[src/rtl/cpld_response_mux_pkg.sv]
`default_nettype none
// ============================================================================
// cpld_response_mux_pkg -- shared state encoding, source ids and widths (rev 1.0)
// ============================================================================
package cpld_response_mux_pkg;

  localparam int DATA_W_DEFAULT = 256;
  localparam int KEEP_W_DEFAULT = 8;
  localparam int USER_W_DEFAULT = 75;
  localparam int CNT_W          = 16;

  localparam logic SRC_BD  = 1'b0;
  localparam logic SRC_REG = 1'b1;

  typedef enum logic [1:0] {
    ST_IDLE      = 2'd0,
    ST_GRANT_BD  = 2'd1,
    ST_GRANT_REG = 2'd2
  } state_t;

endpackage
`default_nettype wire

[src/rtl/cpld_response_mux_if.sv]
`default_nettype none
// ============================================================================
// cpld_response_mux_if -- two completion sources in, one CC stream out (rev 1.0)
// ============================================================================
interface cpld_response_mux_if
  import cpld_response_mux_pkg::*;
#(
  parameter int DATA_W = DATA_W_DEFAULT,
  parameter int KEEP_W = KEEP_W_DEFAULT,
  parameter int USER_W = USER_W_DEFAULT
);

  logic [DATA_W-1:0] s_axis_bd_cpld_tdata;
  logic [KEEP_W-1:0] s_axis_bd_cpld_tkeep;
  logic [USER_W-1:0] s_axis_bd_cpld_tuser;
  logic              s_axis_bd_cpld_tlast;
  logic              s_axis_bd_cpld_tvalid;
  logic              s_axis_bd_cpld_tready;

  logic [DATA_W-1:0] s_axis_reg_cpld_tdata;
  logic [KEEP_W-1:0] s_axis_reg_cpld_tkeep;
  logic [USER_W-1:0] s_axis_reg_cpld_tuser;
  logic              s_axis_reg_cpld_tlast;
  logic              s_axis_reg_cpld_tvalid;
  logic              s_axis_reg_cpld_tready;

  logic [DATA_W-1:0] m_axis_cc_tdata;
  logic [KEEP_W-1:0] m_axis_cc_tkeep;
  logic [USER_W-1:0] m_axis_cc_tuser;
  logic              m_axis_cc_tlast;
  logic              m_axis_cc_tvalid;
  logic              m_axis_cc_tready;

  modport slave (
    input  s_axis_bd_cpld_tdata, s_axis_bd_cpld_tkeep, s_axis_bd_cpld_tuser,
    input  s_axis_bd_cpld_tlast, s_axis_bd_cpld_tvalid,
    output s_axis_bd_cpld_tready,
    input  s_axis_reg_cpld_tdata, s_axis_reg_cpld_tkeep, s_axis_reg_cpld_tuser,
    input  s_axis_reg_cpld_tlast, s_axis_reg_cpld_tvalid,
    output s_axis_reg_cpld_tready,
    output m_axis_cc_tdata, m_axis_cc_tkeep, m_axis_cc_tuser,
    output m_axis_cc_tlast, m_axis_cc_tvalid,
    input  m_axis_cc_tready
  );

  modport master (
    output s_axis_bd_cpld_tdata, s_axis_bd_cpld_tkeep, s_axis_bd_cpld_tuser,
    output s_axis_bd_cpld_tlast, s_axis_bd_cpld_tvalid,
    input  s_axis_bd_cpld_tready,
    output s_axis_reg_cpld_tdata, s_axis_reg_cpld_tkeep, s_axis_reg_cpld_tuser,
    output s_axis_reg_cpld_tlast, s_axis_reg_cpld_tvalid,
    input  s_axis_reg_cpld_tready,
    input  m_axis_cc_tdata, m_axis_cc_tkeep, m_axis_cc_tuser,
    input  m_axis_cc_tlast, m_axis_cc_tvalid,
    output m_axis_cc_tready
  );

endinterface
`default_nettype wire

[src/rtl/cpld_response_mux_axis_reg_slice.sv]
`default_nettype none
// ============================================================================
// axis_reg_slice -- single-entry AXI-Stream output register (rev 1.0)
// ============================================================================
module axis_reg_slice #(
  parameter int DATA_W = 256,
  parameter int KEEP_W = 8,
  parameter int USER_W = 75
) (
  input  logic              clk,
  input  logic              rst_n,
  input  logic              i_valid,
  input  logic [DATA_W-1:0] i_data,
  input  logic [KEEP_W-1:0] i_keep,
  input  logic [USER_W-1:0] i_user,
  input  logic              i_last,
  output logic              o_ready,
  output logic              o_valid,
  output logic [DATA_W-1:0] o_data,
  output logic [KEEP_W-1:0] o_keep,
  output logic [USER_W-1:0] o_user,
  output logic              o_last,
  input  logic              i_ready
);

  logic              r_valid;
  logic [DATA_W-1:0] r_data;
  logic [KEEP_W-1:0] r_keep;
  logic [USER_W-1:0] r_user;
  logic              r_last;

  assign o_ready = !r_valid || i_ready;

  always_ff @(posedge clk or negedge rst_n) begin
    if (!rst_n) begin
      r_valid <= 1'b0;
      r_data  <= '0;
      r_keep  <= '0;
      r_user  <= '0;
      r_last  <= 1'b0;
    end else if (i_valid && o_ready) begin
      r_valid <= 1'b1;
      r_data  <= i_data;
      r_keep  <= i_keep;
      r_user  <= i_user;
      r_last  <= i_last;
    end else if (i_ready) begin
      r_valid <= 1'b0;
    end
  end

  assign o_valid = r_valid;
  assign o_data  = r_data;
  assign o_keep  = r_keep;
  assign o_user  = r_user;
  assign o_last  = r_last;

endmodule
`default_nettype wire

[src/rtl/cpld_response_mux.sv]
`default_nettype none
// ============================================================================
// cpld_response_mux -- packet-atomic round-robin merge of BD and register
// completions onto the PCIe CC port, with per-source packet counters (rev 1.0)
// ============================================================================
module cpld_response_mux
  import cpld_response_mux_pkg::*;
#(
  parameter int DATA_W = DATA_W_DEFAULT,
  parameter int KEEP_W = KEEP_W_DEFAULT,
  parameter int USER_W = USER_W_DEFAULT
) (
  input  logic              user_clk,
  input  logic              user_reset_n,
  cpld_response_mux_if.slave bus,
  output logic [CNT_W-1:0]  bd_cpld_count,
  output logic [CNT_W-1:0]  reg_cpld_count
);

  state_t            r_state;
  logic              r_token;
  logic [CNT_W-1:0]  r_bd_count;
  logic [CNT_W-1:0]  r_reg_count;

  logic              w_out_free;
  logic              w_grant_bd;
  logic              w_grant_reg;
  logic              w_acc_bd;
  logic              w_acc_reg;
  logic [DATA_W-1:0] w_tdata;
  logic [KEEP_W-1:0] w_tkeep;
  logic [USER_W-1:0] w_tuser;
  logic              w_tlast;

  // Outside a packet the grant follows tvalid directly so a tie is resolved in the same cycle.
  always_comb begin
    w_grant_bd  = 1'b0;
    w_grant_reg = 1'b0;
    case (r_state)
      ST_GRANT_BD:  w_grant_bd  = 1'b1;
      ST_GRANT_REG: w_grant_reg = 1'b1;
      default: begin
        if (bus.s_axis_bd_cpld_tvalid && bus.s_axis_reg_cpld_tvalid) begin
          w_grant_bd  = (r_token == SRC_REG);
          w_grant_reg = (r_token == SRC_BD);
        end else begin
          w_grant_bd  = bus.s_axis_bd_cpld_tvalid;
          w_grant_reg = bus.s_axis_reg_cpld_tvalid;
        end
      end
    endcase
  end

  assign bus.s_axis_bd_cpld_tready  = w_grant_bd  & w_out_free & user_reset_n;
  assign bus.s_axis_reg_cpld_tready = w_grant_reg & w_out_free & user_reset_n;

  assign w_acc_bd  = bus.s_axis_bd_cpld_tvalid  & bus.s_axis_bd_cpld_tready;
  assign w_acc_reg = bus.s_axis_reg_cpld_tvalid & bus.s_axis_reg_cpld_tready;

  assign w_tdata = w_grant_reg ? bus.s_axis_reg_cpld_tdata : bus.s_axis_bd_cpld_tdata;
  assign w_tkeep = w_grant_reg ? bus.s_axis_reg_cpld_tkeep : bus.s_axis_bd_cpld_tkeep;
  assign w_tuser = w_grant_reg ? bus.s_axis_reg_cpld_tuser : bus.s_axis_bd_cpld_tuser;
  assign w_tlast = w_grant_reg ? bus.s_axis_reg_cpld_tlast : bus.s_axis_bd_cpld_tlast;

  always_ff @(posedge user_clk or negedge user_reset_n) begin
    if (!user_reset_n) begin
      r_state     <= ST_IDLE;
      r_token     <= SRC_REG;
      r_bd_count  <= '0;
      r_reg_count <= '0;
    end else begin
      case (r_state)
        ST_IDLE: begin
          if (w_acc_bd && !bus.s_axis_bd_cpld_tlast) begin
            r_state <= ST_GRANT_BD;
          end else if (w_acc_reg && !bus.s_axis_reg_cpld_tlast) begin
            r_state <= ST_GRANT_REG;
          end
        end
        ST_GRANT_BD: begin
          if (w_acc_bd && bus.s_axis_bd_cpld_tlast) r_state <= ST_IDLE;
        end
        ST_GRANT_REG: begin
          if (w_acc_reg && bus.s_axis_reg_cpld_tlast) r_state <= ST_IDLE;
        end
        default: r_state <= ST_IDLE;
      endcase

      if (w_acc_bd && bus.s_axis_bd_cpld_tlast) begin
        r_token <= SRC_BD;
        if (r_bd_count != {CNT_W{1'b1}}) r_bd_count <= r_bd_count + CNT_W'(1);
      end
      if (w_acc_reg && bus.s_axis_reg_cpld_tlast) begin
        r_token <= SRC_REG;
        if (r_reg_count != {CNT_W{1'b1}}) r_reg_count <= r_reg_count + CNT_W'(1);
      end
    end
  end

  assign bd_cpld_count  = r_bd_count;
  assign reg_cpld_count = r_reg_count;

  axis_reg_slice #(
    .DATA_W (DATA_W),
    .KEEP_W (KEEP_W),
    .USER_W (USER_W)
  ) u_out_slice (
    .clk     (user_clk),
    .rst_n   (user_reset_n),
    .i_valid (w_acc_bd | w_acc_reg),
    .i_data  (w_tdata),
    .i_keep  (w_tkeep),
    .i_user  (w_tuser),
    .i_last  (w_tlast),
    .o_ready (w_out_free),
    .o_valid (bus.m_axis_cc_tvalid),
    .o_data  (bus.m_axis_cc_tdata),
    .o_keep  (bus.m_axis_cc_tkeep),
    .o_user  (bus.m_axis_cc_tuser),
    .o_last  (bus.m_axis_cc_tlast),
    .i_ready (bus.m_axis_cc_tready)
  );

endmodule
`default_nettype wire

[src/flat_wrapper.sv]
// flat-port wrapper written by rule: the top's interface ports become plain ports
module cpld_response_mux_flat import cpld_response_mux_pkg::*;
#(
  parameter int DATA_W = DATA_W_DEFAULT,
  parameter int KEEP_W = KEEP_W_DEFAULT,
  parameter int USER_W = USER_W_DEFAULT
)
  (user_clk, user_reset_n, bd_cpld_count, reg_cpld_count, bus_s_axis_bd_cpld_tdata, bus_s_axis_bd_cpld_tkeep, bus_s_axis_bd_cpld_tuser, bus_s_axis_bd_cpld_tlast, bus_s_axis_bd_cpld_tvalid, bus_s_axis_bd_cpld_tready, bus_s_axis_reg_cpld_tdata, bus_s_axis_reg_cpld_tkeep, bus_s_axis_reg_cpld_tuser, bus_s_axis_reg_cpld_tlast, bus_s_axis_reg_cpld_tvalid, bus_s_axis_reg_cpld_tready, bus_m_axis_cc_tdata, bus_m_axis_cc_tkeep, bus_m_axis_cc_tuser, bus_m_axis_cc_tlast, bus_m_axis_cc_tvalid, bus_m_axis_cc_tready);
  cpld_response_mux_if #(.DATA_W(DATA_W), .KEEP_W(KEEP_W), .USER_W(USER_W)) bus_i ();
  input  logic user_clk;
  input  logic user_reset_n;
  output logic [CNT_W-1:0] bd_cpld_count;
  output logic [CNT_W-1:0] reg_cpld_count;
  input wire logic [$bits(bus_i.s_axis_bd_cpld_tdata)-1:0] bus_s_axis_bd_cpld_tdata;
  input wire logic [$bits(bus_i.s_axis_bd_cpld_tkeep)-1:0] bus_s_axis_bd_cpld_tkeep;
  input wire logic [$bits(bus_i.s_axis_bd_cpld_tuser)-1:0] bus_s_axis_bd_cpld_tuser;
  input wire logic [$bits(bus_i.s_axis_bd_cpld_tlast)-1:0] bus_s_axis_bd_cpld_tlast;
  input wire logic [$bits(bus_i.s_axis_bd_cpld_tvalid)-1:0] bus_s_axis_bd_cpld_tvalid;
  output wire logic [$bits(bus_i.s_axis_bd_cpld_tready)-1:0] bus_s_axis_bd_cpld_tready;
  input wire logic [$bits(bus_i.s_axis_reg_cpld_tdata)-1:0] bus_s_axis_reg_cpld_tdata;
  input wire logic [$bits(bus_i.s_axis_reg_cpld_tkeep)-1:0] bus_s_axis_reg_cpld_tkeep;
  input wire logic [$bits(bus_i.s_axis_reg_cpld_tuser)-1:0] bus_s_axis_reg_cpld_tuser;
  input wire logic [$bits(bus_i.s_axis_reg_cpld_tlast)-1:0] bus_s_axis_reg_cpld_tlast;
  input wire logic [$bits(bus_i.s_axis_reg_cpld_tvalid)-1:0] bus_s_axis_reg_cpld_tvalid;
  output wire logic [$bits(bus_i.s_axis_reg_cpld_tready)-1:0] bus_s_axis_reg_cpld_tready;
  output wire logic [$bits(bus_i.m_axis_cc_tdata)-1:0] bus_m_axis_cc_tdata;
  output wire logic [$bits(bus_i.m_axis_cc_tkeep)-1:0] bus_m_axis_cc_tkeep;
  output wire logic [$bits(bus_i.m_axis_cc_tuser)-1:0] bus_m_axis_cc_tuser;
  output wire logic [$bits(bus_i.m_axis_cc_tlast)-1:0] bus_m_axis_cc_tlast;
  output wire logic [$bits(bus_i.m_axis_cc_tvalid)-1:0] bus_m_axis_cc_tvalid;
  input wire logic [$bits(bus_i.m_axis_cc_tready)-1:0] bus_m_axis_cc_tready;
  assign bus_i.s_axis_bd_cpld_tdata = bus_s_axis_bd_cpld_tdata;
  assign bus_i.s_axis_bd_cpld_tkeep = bus_s_axis_bd_cpld_tkeep;
  assign bus_i.s_axis_bd_cpld_tuser = bus_s_axis_bd_cpld_tuser;
  assign bus_i.s_axis_bd_cpld_tlast = bus_s_axis_bd_cpld_tlast;
  assign bus_i.s_axis_bd_cpld_tvalid = bus_s_axis_bd_cpld_tvalid;
  assign bus_s_axis_bd_cpld_tready = bus_i.s_axis_bd_cpld_tready;
  assign bus_i.s_axis_reg_cpld_tdata = bus_s_axis_reg_cpld_tdata;
  assign bus_i.s_axis_reg_cpld_tkeep = bus_s_axis_reg_cpld_tkeep;
  assign bus_i.s_axis_reg_cpld_tuser = bus_s_axis_reg_cpld_tuser;
  assign bus_i.s_axis_reg_cpld_tlast = bus_s_axis_reg_cpld_tlast;
  assign bus_i.s_axis_reg_cpld_tvalid = bus_s_axis_reg_cpld_tvalid;
  assign bus_s_axis_reg_cpld_tready = bus_i.s_axis_reg_cpld_tready;
  assign bus_m_axis_cc_tdata = bus_i.m_axis_cc_tdata;
  assign bus_m_axis_cc_tkeep = bus_i.m_axis_cc_tkeep;
  assign bus_m_axis_cc_tuser = bus_i.m_axis_cc_tuser;
  assign bus_m_axis_cc_tlast = bus_i.m_axis_cc_tlast;
  assign bus_m_axis_cc_tvalid = bus_i.m_axis_cc_tvalid;
  assign bus_i.m_axis_cc_tready = bus_m_axis_cc_tready;
  cpld_response_mux #(.DATA_W(DATA_W), .KEEP_W(KEEP_W), .USER_W(USER_W)) u_core (.user_clk(user_clk), .user_reset_n(user_reset_n), .bus(bus_i), .bd_cpld_count(bd_cpld_count), .reg_cpld_count(reg_cpld_count));
endmodule
[config.mk]
export PLATFORM = sky130hd
export DESIGN_NAME = cpld_response_mux_flat
export DESIGN_NICKNAME = d
export VERILOG_FILES = /design/src/rtl/cpld_response_mux_pkg.sv /design/src/rtl/cpld_response_mux_if.sv /design/src/rtl/cpld_response_mux_axis_reg_slice.sv /design/src/rtl/cpld_response_mux.sv /design/src/flat_wrapper.sv
export SDC_FILE = /design/constraint.sdc
export NUM_CORES = 1
export LEC_CHECK = 0
export CAP_MARGIN = 20
export CORE_AREA = 5 5 406 408
export DETAILED_ROUTE_END_ITERATION = 10
export DIE_AREA = 0 0 411 413
export SLEW_MARGIN = 30
export SYNTH_ARGS = -nofsm -noshare
export SYNTH_HDL_FRONTEND = slang
export SYNTH_SLANG_ARGS = --single-unit
[constraint.sdc]
create_clock -name user_clk -period 2.1 [get_ports user_clk]
set_input_delay 0.21 -clock user_clk [delete_from_list [all_inputs] [get_ports user_clk]]
set_output_delay 0.21 -clock user_clk [all_outputs]
set_load 0.005 [all_outputs]
==> impl_metrics.ini <==
[sta]
tightest_slew_ps = 944
holdWs_ps = 200
slew_violations = 0
hold_viol = 0
relSlewSlack_pct = 37.1
setup_viol = 244
fin_crit_ps = 2270
layout_setup_ws_ps = -171
max_freq_mhz = 440
finalClockSkew_ps = 19.4
period_share_pct = 108
tns_ps = -11940
rsz0062_at_grt = yes

[power]
vdd_drop_max_mv = 0.669
p_leak_nw = 16.2
totalPowerFinal_w = 0.0500
p_per_area_nw_per_um2 = 1340

[drt]
first_pass_iters = 5
wl_met2_um = 59900
wl_met1_um = 50600
detail-route-antenna-nets = 0
finalWirelength_um = 125000
topRoutingLayerUsed = met5
wl_per_cell_um = 24.3
drc_errors = 0
wl_met3_um = 10600
detail_route.iter0.violations = 1316
vias = 18900
drt-vias-per-instance = 3.67

[placement]
dpl_worst_slack_ps = -241
io_buffer_count = 1059
dp_hpwl_um = 96600
post_dp_cell_area_um2 = 31300
gp_congestion = 0.918

[global_routing]
grt_pass1_vias = 18100
antenna_found_initial = 94
grt_usage_pct = 13.1
grt_start_max_net_pins = 130
grt-ovfl-total = 0
grt_pass1_wl_um = 155000

[floorplan]
die_area_um2 = 170000
start_util_pct = 10.9
rows = 148
coreArea_um2 = 161000
design.portCount = 1060
die_h_um = 413
die_w_um = 411

[clocking]
cts_tree = built
root_buffer = clkbuf_16
path_clk_slew_ps = 60
insertion_delay_ps = 630
htree_levels = 2
cts-buffers-inserted = 49
cts_sinks = 376
cts_buffer_depth = 3

[final_layout]
fin_nets = 3592
drive_above_1_share_pct = 22.4
finalInstanceArea_um2 = 37500
synthToLayoutAreaGrowth_pct = 113

[critical_path]
cp_common_cell = buf_12
max_stage_delay_ps = 390
start_kind = register
crit_slowest_cell = dfrtp_1
crit_required_ps = 2590
cp_data_arrival_time_ps = 2760
critical_path_class = register to register
worst-path-max-fanout = 8
worst_setup_path_end_kind = register
path_cells = inv_2 > ha_4 > buf_6 > a21oi_4 > buf_12 > buf_16 > buf_12 > buf_12 > clkbuf_16 > mux2i_1 > o21ai_1

[min_path]
hp-class = input port to asynchronous set/reset pin

[logic_synthesis]
synth-edff-count = 0
synth_nets = 2353
ys_types = 39
ys_seq_area_share_pct = 53.4
synthTopCellsByArea = dfrtp_1 53%, mux2i_1 19%, o21ai_1 8.6%
ys_async_sr_fraction_pct = 100
synth-seq-cells = 376
netlist.top_cell.by_area = dfrtp_1
ys.flop_type = dfrtp_1
synth_area_per_cell_um2 = 10.6
syn_inst = 1663
synthTopCellsByCount = 375 x dfrtp_1, 353 x nand2_1, 340 x mux2i_1
ys_warn_count = 0
synth_most_common_cell = dfrtp_1
syn_area_um2 = 17600
yosysTopAreaCellShare_pct = 53.3

[status]
failed_checks = setup timing
outcome = finished with violations

[run]
cap_violations = 0
-- timing repair --
item / in CTS / in global routing
setup buffers: 30 / 27
endpoints found under the hold margin: 252 / 0
hold buffers: 2 / 0
pin swaps: 5 / 161
gates cloned: 15 / 62
endpoints found under the setup margin: 351 / 365
resized for setup: 122 / 509
-- final cells by class --
cell class / count / area [um2]
Clock buffer: 68 / 1430
Tap cell: 2175 / 2720
Sequential cell: 376 / 9410
Clock inverter: 23 / 255
Inverter: 4 / 15.0
Multi-Input combinational cell: 1165 / 8960
Fill cell: 17200 / 124000
Antenna cell: 20 / 50.0
Timing Repair Buffer: 1306 / 14600
-- flip-flops by register name (all words and copies together), names as in the netlist --
name and cells:
u_core.u_out_slice.o_user 75, u_core.r_token 1, u_core.u_out_slice.o_data 256, u_core.u_out_slice.o_valid 1
u_core.r_state 2, u_core.reg_cpld_count 16, u_core.u_out_slice.o_last 1, u_core.bd_cpld_count 16
u_core.u_out_slice.o_keep 8
-- cell families after synthesis --
| group | synth area share, % |
|---|---|
| AOI/OAI and AO/OA | 10.6 |
| xor gates and xnor gates | 1.49 |
| adders and majority gates | 0.355 |
| buffers and inverters | 4.61 |
| DFF | 53.4 |
| muxes | 19.4 |
| and+or+nand+nor | 10.0 |
-- final timing paths --
| kind | startpoint | to | slack (ps) | cells after the start |
|---|---|---|---|---|
| max | u_core.r_state[0]$_DFFE_PN0P_ | u_core.u_out_slice.o_data[67]$_DFFE_PN0P_ | -170 | 11 |
| min | user_reset_n | u_core.u_out_slice.o_data[239]$_DFFE_PN0P_ | 200 | 3 |
| max reg2reg | u_core.r_state[0]$_DFFE_PN0P_ | u_core.u_out_slice.o_data[67]$_DFFE_PN0P_ | -170 | 11 |
| min reg2reg | u_core.u_out_slice.o_data[141]$_DFFE_PN0P_ | u_core.u_out_slice.o_data[141]$_DFFE_PN0P_ | 480 | 2 |
| max in group asynchronous | user_reset_n | u_core.u_out_slice.o_data[105]$_DFFE_PN0P_ | 780 | 4 |
| min in group user_clk | bus_s_axis_reg_cpld_tdata[81] | u_core.u_out_slice.o_data[81]$_DFFE_PN0P_ | 210 | 3 |
-- per-layer routing --
layer	track usage, %	vias up
met5	0	-
met3	3.58	222
met1	16.3	9330
met4	4.03	8
li1	-	8302
met2	22.1	992
-- critical path: cells and delay by family (launching register included) --
| kind | cells | cell delay [ps] |
|---|---|---|
| buffers and inverters | 7 | 990 |
| flip-flops | 1 | 390 |
| AO/OA/AOI/OAI | 2 | 250 |
| adder cells (fa/ha/maj) | 1 | 230 |
| multiplexers | 1 | 220 |
-- metrics by stage --
step	utilization, %	cells
2_1_floorplan	-	1663
3_3_place_gp	19.4	4902
3_5_place_dp	19.4	4902
4_1_cts	21.2	5039
5_1_grt	23.2	5128
6_report	23.2	5137
-- report_power, final --
group,switching (W),internal [W],total [W]
combinational,0.0119,0.0160,0.0279
clock,0.00367,0.00526,0.00893
sequential,0.00268,0.0105,0.0132
-- cells in the final DEF (no fill, tap or decap), types with 11 or more instances in the layout --
| cell type | Yosys | routed |
|---|---|---|
| clkinv_2 | 0 | 12 |
| buf_4 | 0 | 58 |
| nand2_1 | 353 | 201 |
| clkdlybuf4s50_1 | 0 | 1053 |
| o21ai_1 | 301 | 223 |
| xnor2_1 | 30 | 30 |
| mux2i_2 | 0 | 35 |
| clkbuf_8 | 0 | 11 |
| o21ai_0 | 36 | 23 |
| nand2_4 | 0 | 75 |
| buf_16 | 0 | 19 |
| buf_6 | 31 | 47 |
| nand4_1 | 13 | 13 |
| nand2_2 | 0 | 77 |
| nand3_1 | 24 | 24 |
| diode_2 | 0 | 20 |
| mux2i_1 | 340 | 286 |
| dfrtp_1 | 375 | 375 |
| buf_8 | 2 | 34 |
| o21ai_2 | 10 | 100 |
| buf_12 | 0 | 43 |
| clkbuf_16 | 0 | 98 |
| mux2i_4 | 0 | 19 |
(Power assumes the default switching activity.)
